## src/rtl/bus_bridge_n.sv

```systemverilog
// Peripheral bridge from the CPU M-stage data port to NUM_CH memory-mapped devices.
// Decodes per-channel base/mask windows, waits for device ready with a timeout, and reports errors.
module bus_bridge_n #(
  parameter int                   NUM_CH    = 2,
  parameter logic [NUM_CH*32-1:0] BASE      = {32'h0000_7F10, 32'h0000_7F00},
  parameter logic [NUM_CH*32-1:0] MASK      = {32'h0000_000F, 32'h0000_000F},
  parameter logic [NUM_CH-1:0]    WORD_ONLY = 2'b11,
  parameter int                   TIMEOUT   = 15
) (
  input  logic                   clk_i,
  input  logic                   reset_i,
  input  logic                   cpu_req_i,
  input  logic                   cpu_we_i,
  input  logic [31:0]            cpu_addr_i,
  input  logic [31:0]            cpu_wdata_i,
  input  logic [3:0]             cpu_byteen_i,
  output logic                   cpu_stall_o,
  output logic                   cpu_done_o,
  output logic                   cpu_err_o,
  output logic                   cpu_rvalid_o,
  output logic [31:0]            cpu_rdata_o,
  output logic [NUM_CH-1:0]      dev_sel_o,
  output logic [31:0]            dev_addr_o,
  output logic                   dev_we_o,
  output logic [31:0]            dev_wdata_o,
  output logic [3:0]             dev_byteen_o,
  input  logic [NUM_CH*32-1:0]   dev_rdata_i,
  input  logic [NUM_CH-1:0]      dev_ready_i
);

  localparam int SW = (NUM_CH > 1) ? $clog2(NUM_CH) : 1;
  localparam int CW = $clog2(TIMEOUT + 1);

  typedef enum logic [1:0] {IDLE, ACCESS, RESP, ERR} state_e;

  state_e          state_q, state_d;
  logic [SW-1:0]   sel_q, sel_d;
  logic [CW-1:0]   cnt_q, cnt_d;
  logic [31:0]     addr_q, addr_d;
  logic [31:0]     wdata_q, wdata_d;
  logic [31:0]     rdata_q, rdata_d;
  logic [3:0]      be_q, be_d;
  logic            we_q, we_d;

  logic [31:0]     base_a [NUM_CH];
  logic [31:0]     mask_a [NUM_CH];
  logic [31:0]     rd_a   [NUM_CH];
  logic [NUM_CH-1:0] hit;
  logic [SW-1:0]   hit_idx;
  logic            any_hit;

  for (genvar gi = 0; gi < NUM_CH; gi++) begin : g_win
    assign base_a[gi] = BASE[32*gi +: 32];
    assign mask_a[gi] = MASK[32*gi +: 32];
    assign rd_a[gi]   = dev_rdata_i[32*gi +: 32];
    assign hit[gi]    = ((cpu_addr_i & ~mask_a[gi]) == (base_a[gi] & ~mask_a[gi]));
  end

  // Scan downwards so the lowest matching window takes priority.
  always_comb begin
    hit_idx = '0;
    any_hit = 1'b0;
    for (int i = NUM_CH - 1; i >= 0; i--) begin
      if (hit[i]) begin
        hit_idx = SW'(i);
        any_hit = 1'b1;
      end
    end
  end

  always_comb begin
    state_d = state_q;
    sel_d   = sel_q;
    cnt_d   = cnt_q;
    addr_d  = addr_q;
    wdata_d = wdata_q;
    rdata_d = rdata_q;
    be_d    = be_q;
    we_d    = we_q;
    case (state_q)
      IDLE: begin
        if (cpu_req_i) begin
          we_d    = cpu_we_i;
          wdata_d = cpu_wdata_i;
          be_d    = cpu_byteen_i;
          sel_d   = hit_idx;
          addr_d  = cpu_addr_i & mask_a[hit_idx];
          cnt_d   = '0;
          if (!any_hit) begin
            state_d = ERR;
          end else if (cpu_we_i && WORD_ONLY[hit_idx] && (cpu_byteen_i != 4'b1111)) begin
            state_d = ERR;
          end else begin
            state_d = ACCESS;
          end
        end
      end
      ACCESS: begin
        if (dev_ready_i[sel_q]) begin
          state_d = RESP;
          if (!we_q) rdata_d = rd_a[sel_q];
        end else if (cnt_q == CW'(TIMEOUT - 1)) begin
          state_d = ERR;
        end else begin
          cnt_d = cnt_q + 1'b1;
        end
      end
      RESP:    state_d = IDLE;
      ERR:     state_d = IDLE;
      default: state_d = IDLE;
    endcase
  end

  always_ff @(posedge clk_i or posedge reset_i) begin
    if (reset_i) begin
      state_q <= IDLE;
      sel_q   <= '0;
      cnt_q   <= '0;
      addr_q  <= '0;
      wdata_q <= '0;
      rdata_q <= '0;
      be_q    <= '0;
      we_q    <= 1'b0;
    end else begin
      state_q <= state_d;
      sel_q   <= sel_d;
      cnt_q   <= cnt_d;
      addr_q  <= addr_d;
      wdata_q <= wdata_d;
      rdata_q <= rdata_d;
      be_q    <= be_d;
      we_q    <= we_d;
    end
  end

  // Outputs decode straight from state so an asynchronous reset clears them at once.
  assign cpu_stall_o  = (state_q != IDLE);
  assign cpu_done_o   = (state_q == RESP) || (state_q == ERR);
  assign cpu_err_o    = (state_q == ERR);
  assign cpu_rvalid_o = (state_q == RESP) && !we_q;
  assign cpu_rdata_o  = rdata_q;
  assign dev_sel_o    = (state_q == ACCESS) ? (NUM_CH'(1) << sel_q) : '0;
  assign dev_we_o     = (state_q == ACCESS) && we_q;
  assign dev_addr_o   = addr_q;
  assign dev_wdata_o  = wdata_q;
  assign dev_byteen_o = be_q;

endmodule

```

## config.mk

```make
export PLATFORM = sky130hd
export DESIGN_NAME = bus_bridge_n
export DESIGN_NICKNAME = d
export VERILOG_FILES = /design/src/rtl/bus_bridge_n.sv
export SDC_FILE = /design/constraint.sdc
export NUM_CORES = 1
export LEC_CHECK = 0
export BUFFER_PORTS_ARGS = -buffer_cell sky130_fd_sc_hd__buf_4
export CELL_PAD_IN_SITES_DETAIL_PLACEMENT = 1
export CELL_PAD_IN_SITES_GLOBAL_PLACEMENT = 1
export CORE_ASPECT_RATIO = 0.75
export CORE_UTILIZATION = 31
export DETAILED_ROUTE_END_ITERATION = 10
export PLACE_DENSITY = 0.8
export REMOVE_ABC_BUFFERS = 1
export SLEW_MARGIN = 20
export SYNTH_ARGS = -nofsm -noshare
export SYNTH_HDL_FRONTEND = slang
export SYNTH_SLANG_ARGS = --single-unit
```

## constraint.sdc

```tcl
create_clock -name clk_i -period 3.2 [get_ports clk_i]
set_input_delay 0.32 -clock clk_i [delete_from_list [all_inputs] [get_ports clk_i]]
set_output_delay 0.32 -clock clk_i [all_outputs]
set_load 0.02 [all_outputs]
```

; Word level (Yosys, flattened, before mapping)
; Index checks and enable logic that the tools add are counted.
[word_totals]
regBits = 108
inputBits = 138
output_inout_bits = 107
elab_cells = 65
[classes]
addsub = 1
n_lt_le_gt_ge = 4
n_eq_ne = 11
shifts = 1
mux = 22
n_bitwise = 4
reduce_logical = 14
[ops]
columns = op, n
row1 = 32-bit 2-to-1 mux, 5
row2 = 28-bit by 11-bit equality test with 1-bit output (second input constant), 2
row3 = 32-bit bitwise AND, 1
row4 = 2-bit 2-to-1 mux, 6
row5 = 4-bit 2-to-1 mux, 3
row6 = 4-bit case mux with 2 select lines, 1
row7 = 1-bit 2-to-1 mux, 6
row8 = 2-bit inequality test (second input constant), 3
row9 = 2-bit case mux with 3 select lines, 1
row10 = 4-bit by 1-bit adder with 4-bit output (second input constant), 1
row11 = 2-bit equality test (second input constant), 2
row12 = 4-bit equality test (second input constant), 1
row13 = 2-bit greater-or-equal comparator (second input constant), 2
row14 = 1-bit logical AND, 4
row15 = 1-bit by 2-bit less-than comparator with 1-bit output (second input constant), 2
row16 = 4-bit inequality test (second input constant), 1
row17 = 1-bit NOT with 2-bit output, 2
row18 = 2-bit AND reduction, 2
row19 = 4-bit AND reduction, 1
row20 = 2-bit nonzero test, 2
row21 = 3-bit inequality test (second input constant), 1
row22 = 3-bit AND reduction, 1
row23 = 2-bit by 1-bit equality test with 1-bit output (second input constant), 1
row24 = 2-bit logical NOT, 1
row25 = 5 further kinds, 5

; Logic depth before layout (Yosys ltp)
[depth]
word_depth = 11
mapped_depth = 6
ltp_nobuf = 6

; Least setup slack after synthesis
; Ideal clock, no wire load.
[synth_path]
kind = register to register
from = register state_q[0]
to = register addr_q[3] (netlist: dev_addr_o[3])
setup_ps = 125
arrival_time_ps = 1482
t_required_ps = 3075
setup_slack_ps = 1594
path_stages_with_launch = 6
path_buffers = 3
synth_period_minus_slack_ps = 1606
path_cell_list = dfrtp_1 -> buf_2 -> nor3b_1 -> buf_2 -> buf_2 -> mux2_2
[synth_via]
elab_chain_cells = 2
[synth_lines]
columns = item, line
row1 = from (decl), 36  ; state_e state_q, state_d;
row2 = from (signal assigned), 125  ; state_q <= state_d;
row3 = 2-bit logical NOT, 80  ; case (state_q)
row4 = 2-bit AND reduction (no line), -
row5 = to (signal assigned), 128  ; addr_q <= addr_d;
row6 = to (decl), 39  ; logic [31:0] addr_q, addr_d;
; No other way between the ends.
; A chain may end at the register's enable or synchronous reset.

; Worst setup path after layout
[layout_path]
from = register sel_q
to = output port dev_sel_o[1]
[layout_via]
elab_chain_cells = 2
[layout_lines]
columns = item, line
row1 = from (decl), 37  ; logic [SW-1:0] sel_q, sel_d;
row2 = from (signal assigned), 126  ; sel_q <= sel_d;
row3 = 1-bit by 1-bit left shift with 2-bit output, 142  ; assign dev_sel_o = (state_q == ACCESS) ? (NUM_CH'(1) << sel_q) : '0;
row4 = 2-bit 2-to-1 mux, 142
row5 = to (decl), 22  ; output logic [NUM_CH-1:0] dev_sel_o,
; No other way between the ends.

==> results.txt <==
----------------------------------------------------
[Clock tree]
  Clock slew at the register clock pins of the worst setup and hold paths ... roughly 0.060 ns
  Setup Buffers After CTS ... 0
  H-tree levels ... 3
  CTS tree ... done
  Number of buffers created by CTS ... 9
  Clock network latency to the later pin of the worst-skew pair ... between 0.3 and 0.4 ns
  Root cell of the clock tree ... sky130_fd_sc_hd__clkbuf_16
  Clock sink count ... 80
  Number of instances resized during post-cts repair ... 0
  Buffers from clock root to sink, at most ... 2

[Setup path]
  Sort of element at the end of the critical path ... output port
  CP Data Required Time ... between 2 and 3 ns
  Path type of the worst setup path ... flip-flop to output port
  Crit start category ... flip-flop
  Cell type of the slowest stage on the worst timing path ... sky130_fd_sc_hd__buf_4
  Data arrival time of the worst path ... between 1.5 and 2 ns
  Maximum net fanout on the critical path ... 34
  Sequence of cells on the critical path ... buf_4, inv_1, nor2_1, buf_4
  Most common cell type on the critical path ... sky130_fd_sc_hd__buf_4
  Family with the most delay on the worst path ... buffers and inverters
  Critical path buffers and inverters ... 3
  Longest individual stage delay on the worst path ... approximately 0.48 ns

[Route]
  # DRC ... 0
  Vias ... roughly 3100
  Post-Route WL ... approximately 11 mm
  DRT antenna net count ... 0
  Routed wirelength normalized by instance count ... between 15 and 20 um
  Number of search-and-repair iterations in the first detailed-routing pass ... 4
  Avg Vias per Cell ... 4.431
  Starting DRC count in detailed routing ... 35

[Synth]
  Post-synthesis register bit count ... 80
  Syn Inst Count ... 318
  Count of distinct cell types in the synthesized netlist ... 35
  Biggest area contributors in the synthesized netlist ... sky130_fd_sc_hd__dfrtp_1, sky130_fd_sc_hd__mux2_2, sky130_fd_sc_hd__mux2i_1, sky130_fd_sc_hd__a21oi_2, sky130_fd_sc_hd__buf_4
  Synth top cells by count ... sky130_fd_sc_hd__dfrtp_1, sky130_fd_sc_hd__mux2_2, sky130_fd_sc_hd__nor2_1
  Post-synthesis average cell area ... roughly 12 um^2
  Top flip-flop cell by instance count after synthesis ... sky130_fd_sc_hd__dfrtp_1
  Most frequent cell after synthesis ... sky130_fd_sc_hd__dfrtp_1
  Cell type with the highest aggregate area in the netlist ... sky130_fd_sc_hd__dfrtp_1
  Proportion of synthesized flip-flops having asynchronous set or reset ... 100.0%
  Seq/Total Area, Yosys ... about half
  Warning count from the yosys run ... 0
  Mapped Area ... roughly 3900 um^2
  Portion of synthesized cell area occupied by the leading cell type ... a little over 50%
  Post-synth EDFFs ... 0

[Floorplan]
  Width of the die ... approximately 130 um
  Floorplan row count ... 34
  DIE HEIGHT ... between 90 and 100 um
  Die ar. ... between 10000 and 15000 um^2
  Core region area ... 11870 um^2
  Top-Level Pins ... ~250
  Starting density of the core ... roughly a third

[Final layout]
  Ant diodes ... 0
  Final standard cell area without fillers ... ~5900 um^2
  Layout area overhead ... 51.31%
  Post-route insts no fill ... 701
  Share of layout cells above drive strength 1 ... between 50 and 60%
  Nets ... ~670

[Timing]
  RSZ-0062 raised after global routing ... false
  Final cycle utilization of the critical path ... about three fifths
  Max Transition Viols Final ... 0
  Final hold vios ... 0
  Max Clock Skew ... roughly 0.0032 ns
  Number of setup violations in the final report ... 0
  Final critical-path required period ... roughly 2.0 ns
  Achievable frequency ... approximately 510 MHz
  Worst-margin pin slew ... approximately 0.76 ns
  Slew HR ... between 40 and 50%
  Hold WS ... 0.2205 ns

[Power and ir drop]
  Proportion of power drawn by the clock network ... about a fifth
  Share of total power in combinational logic ... 46.6%
  Worst voltage drop across the vdd grid ... 0.4350 mV
  Leakage component of the power ... between 2 and 3 nW
  Internal Pwr Total ... 0.003445 W
  Switching share of power ... ~37%
  Total power divided by cell area ... approximately 940 nW/um^2
  Flop pwr share ... between 30% and 40%
  Reported net switching power ... a little over 0.002 W

[Run]
  Maximum Capacitance Violations ... 0

[GRT]
  Total global routing overflow ... 0
  Maximum number of pins on one net before global-route repair ... 65
  Number of global-route vias before repair ... ~3400
  Antenna violations before repair ... 0
  Global-route wire length before repair ... ~17 mm
  Total routing resource utilization after global routing ... roughly 17%

[Outcome]
  Status ... complete, no violations

[Placement]
  DP Cell Count ... ~700
  Detailed placement HPWL ... roughly 8.6 mm
  I/O Buffers ... between 200 and 250
  Standard cell area after detailed placement ... 5512 um^2
  Final weighted congestion in routability-driven placement ... 0.6975

[Hold path]
  Worst min-delay path class ... input pin to flip-flop

----------------------------------------------------
[through the flow]
stage / setup TNS (ns) / util (%) / worst slack [ns] / total power [W]
floorplan: -62.49 / - / -1.230 / 0.003238
global placement: 0 / 46.44 / 1.386 / 0.004314
detailed placement: 0 / 46.44 / 1.262 / 0.004444
CTS: 0 / 49.34 / 1.209 / 0.005598
global route: 0 / 49.34 / 1.061 / 0.005860
finish: 0 / 49.34 / 1.241 / 0.005508
[logic make-up (layout without fill, tap and decap cells)]
group / after synthesis / count (layout) / share of synthesized area (%)
other: 1 / 28 / 0.09690
AOI/OAI and AO/OA: 43 / 43 / 9.118
and+or+nand+nor: 66 / 66 / 8.277
muxes: 74 / 74 / 20.76
DFF: 80 / 80 / 51.73
buffers and inverters: 52 / 246 / 9.376
adders and majority gates: 2 / 2 / 0.6465
[power by group through the flow]
stage / sequential [W] / combinational [W] / clock, W
after floorplan: 0.00236 / 0.000881 / 0
after global placement: 0.00178 / 0.00253 / 0
after detailed placement: 0.00183 / 0.00261 / 0
after CTS: 0.00182 / 0.00262 / 0.00116
after global routing: 0.00188 / 0.00277 / 0.00121
final: 0.00181 / 0.00257 / 0.00113
[sequential cells by signal, summed over array words and instances, names as in the netlist]
register	cells
cpu_rdata_o	32
dev_addr_o	4
dev_wdata_o	32
cnt_q	4
we_q	1
dev_byteen_o	4
state_q	2
sel_q	1
[timing repair]
action | in CTS | in global routing
endpoints found under the hold margin | 7 | 0
hold buffers | 1 | 0
endpoints found under the setup margin | 0 | 0
[cell type report]
| class | count | area, um^2 |
|---|---|---|
| repair buffers | 223 | 1677 |
| multi-input cells | 213 | 1612 |
| clock inverters | 2 | 60.06 |
| fillers | 1300 | 6013 |
| clock buffers | 14 | 274.0 |
| well taps | 162 | 202.7 |
| inverters | 7 | 27.53 |
| flip-flops and latches | 80 | 2003 |
[final timing paths]
path	start	end	slack, ns	cells after the start
worst max-delay path	sel_q	dev_sel_o[1]	1.24	4
worst min-delay path	cpu_wdata_i[29]	dev_wdata_o[29]	0.22	2
worst max register to register	state_q[1]	cpu_rdata_o[21]	1.25	5
worst min register to register	dev_wdata_o[29]	dev_wdata_o[29]	0.51	1
max in group asynchronous	reset_i	sel_q	1.99	4
min in group asynchronous	reset_i	dev_wdata_o[27]	0.44	3
[cells in the final DEF, fill, tap and decap left out, types with 4 or more instances in the layout]
cell / instances
sky130_fd_sc_hd__buf_4: 222
sky130_fd_sc_hd__mux2_2: 40
sky130_fd_sc_hd__a21oi_2: 28
sky130_fd_sc_hd__conb_1: 28
sky130_fd_sc_hd__dfrtp_1: 79
sky130_fd_sc_hd__mux2i_1: 33
sky130_fd_sc_hd__inv_1: 6
sky130_fd_sc_hd__nor2_1: 37
sky130_fd_sc_hd__nand2_1: 7
sky130_fd_sc_hd__a21oi_1: 7
sky130_fd_sc_hd__nor4_1: 4
sky130_fd_sc_hd__clkbuf_16: 9
[per-layer routing]
layer	part of all wire (%)	vias up	global-route usage (%)
met1	36	1489	17.45
met2	55	136	33.25
met3	8.6	8	5.700
li1	-	1473	-
met5	0	-	0
met4	1.0	0	4.775
Note: power is estimated with default switching activity, not from simulation.
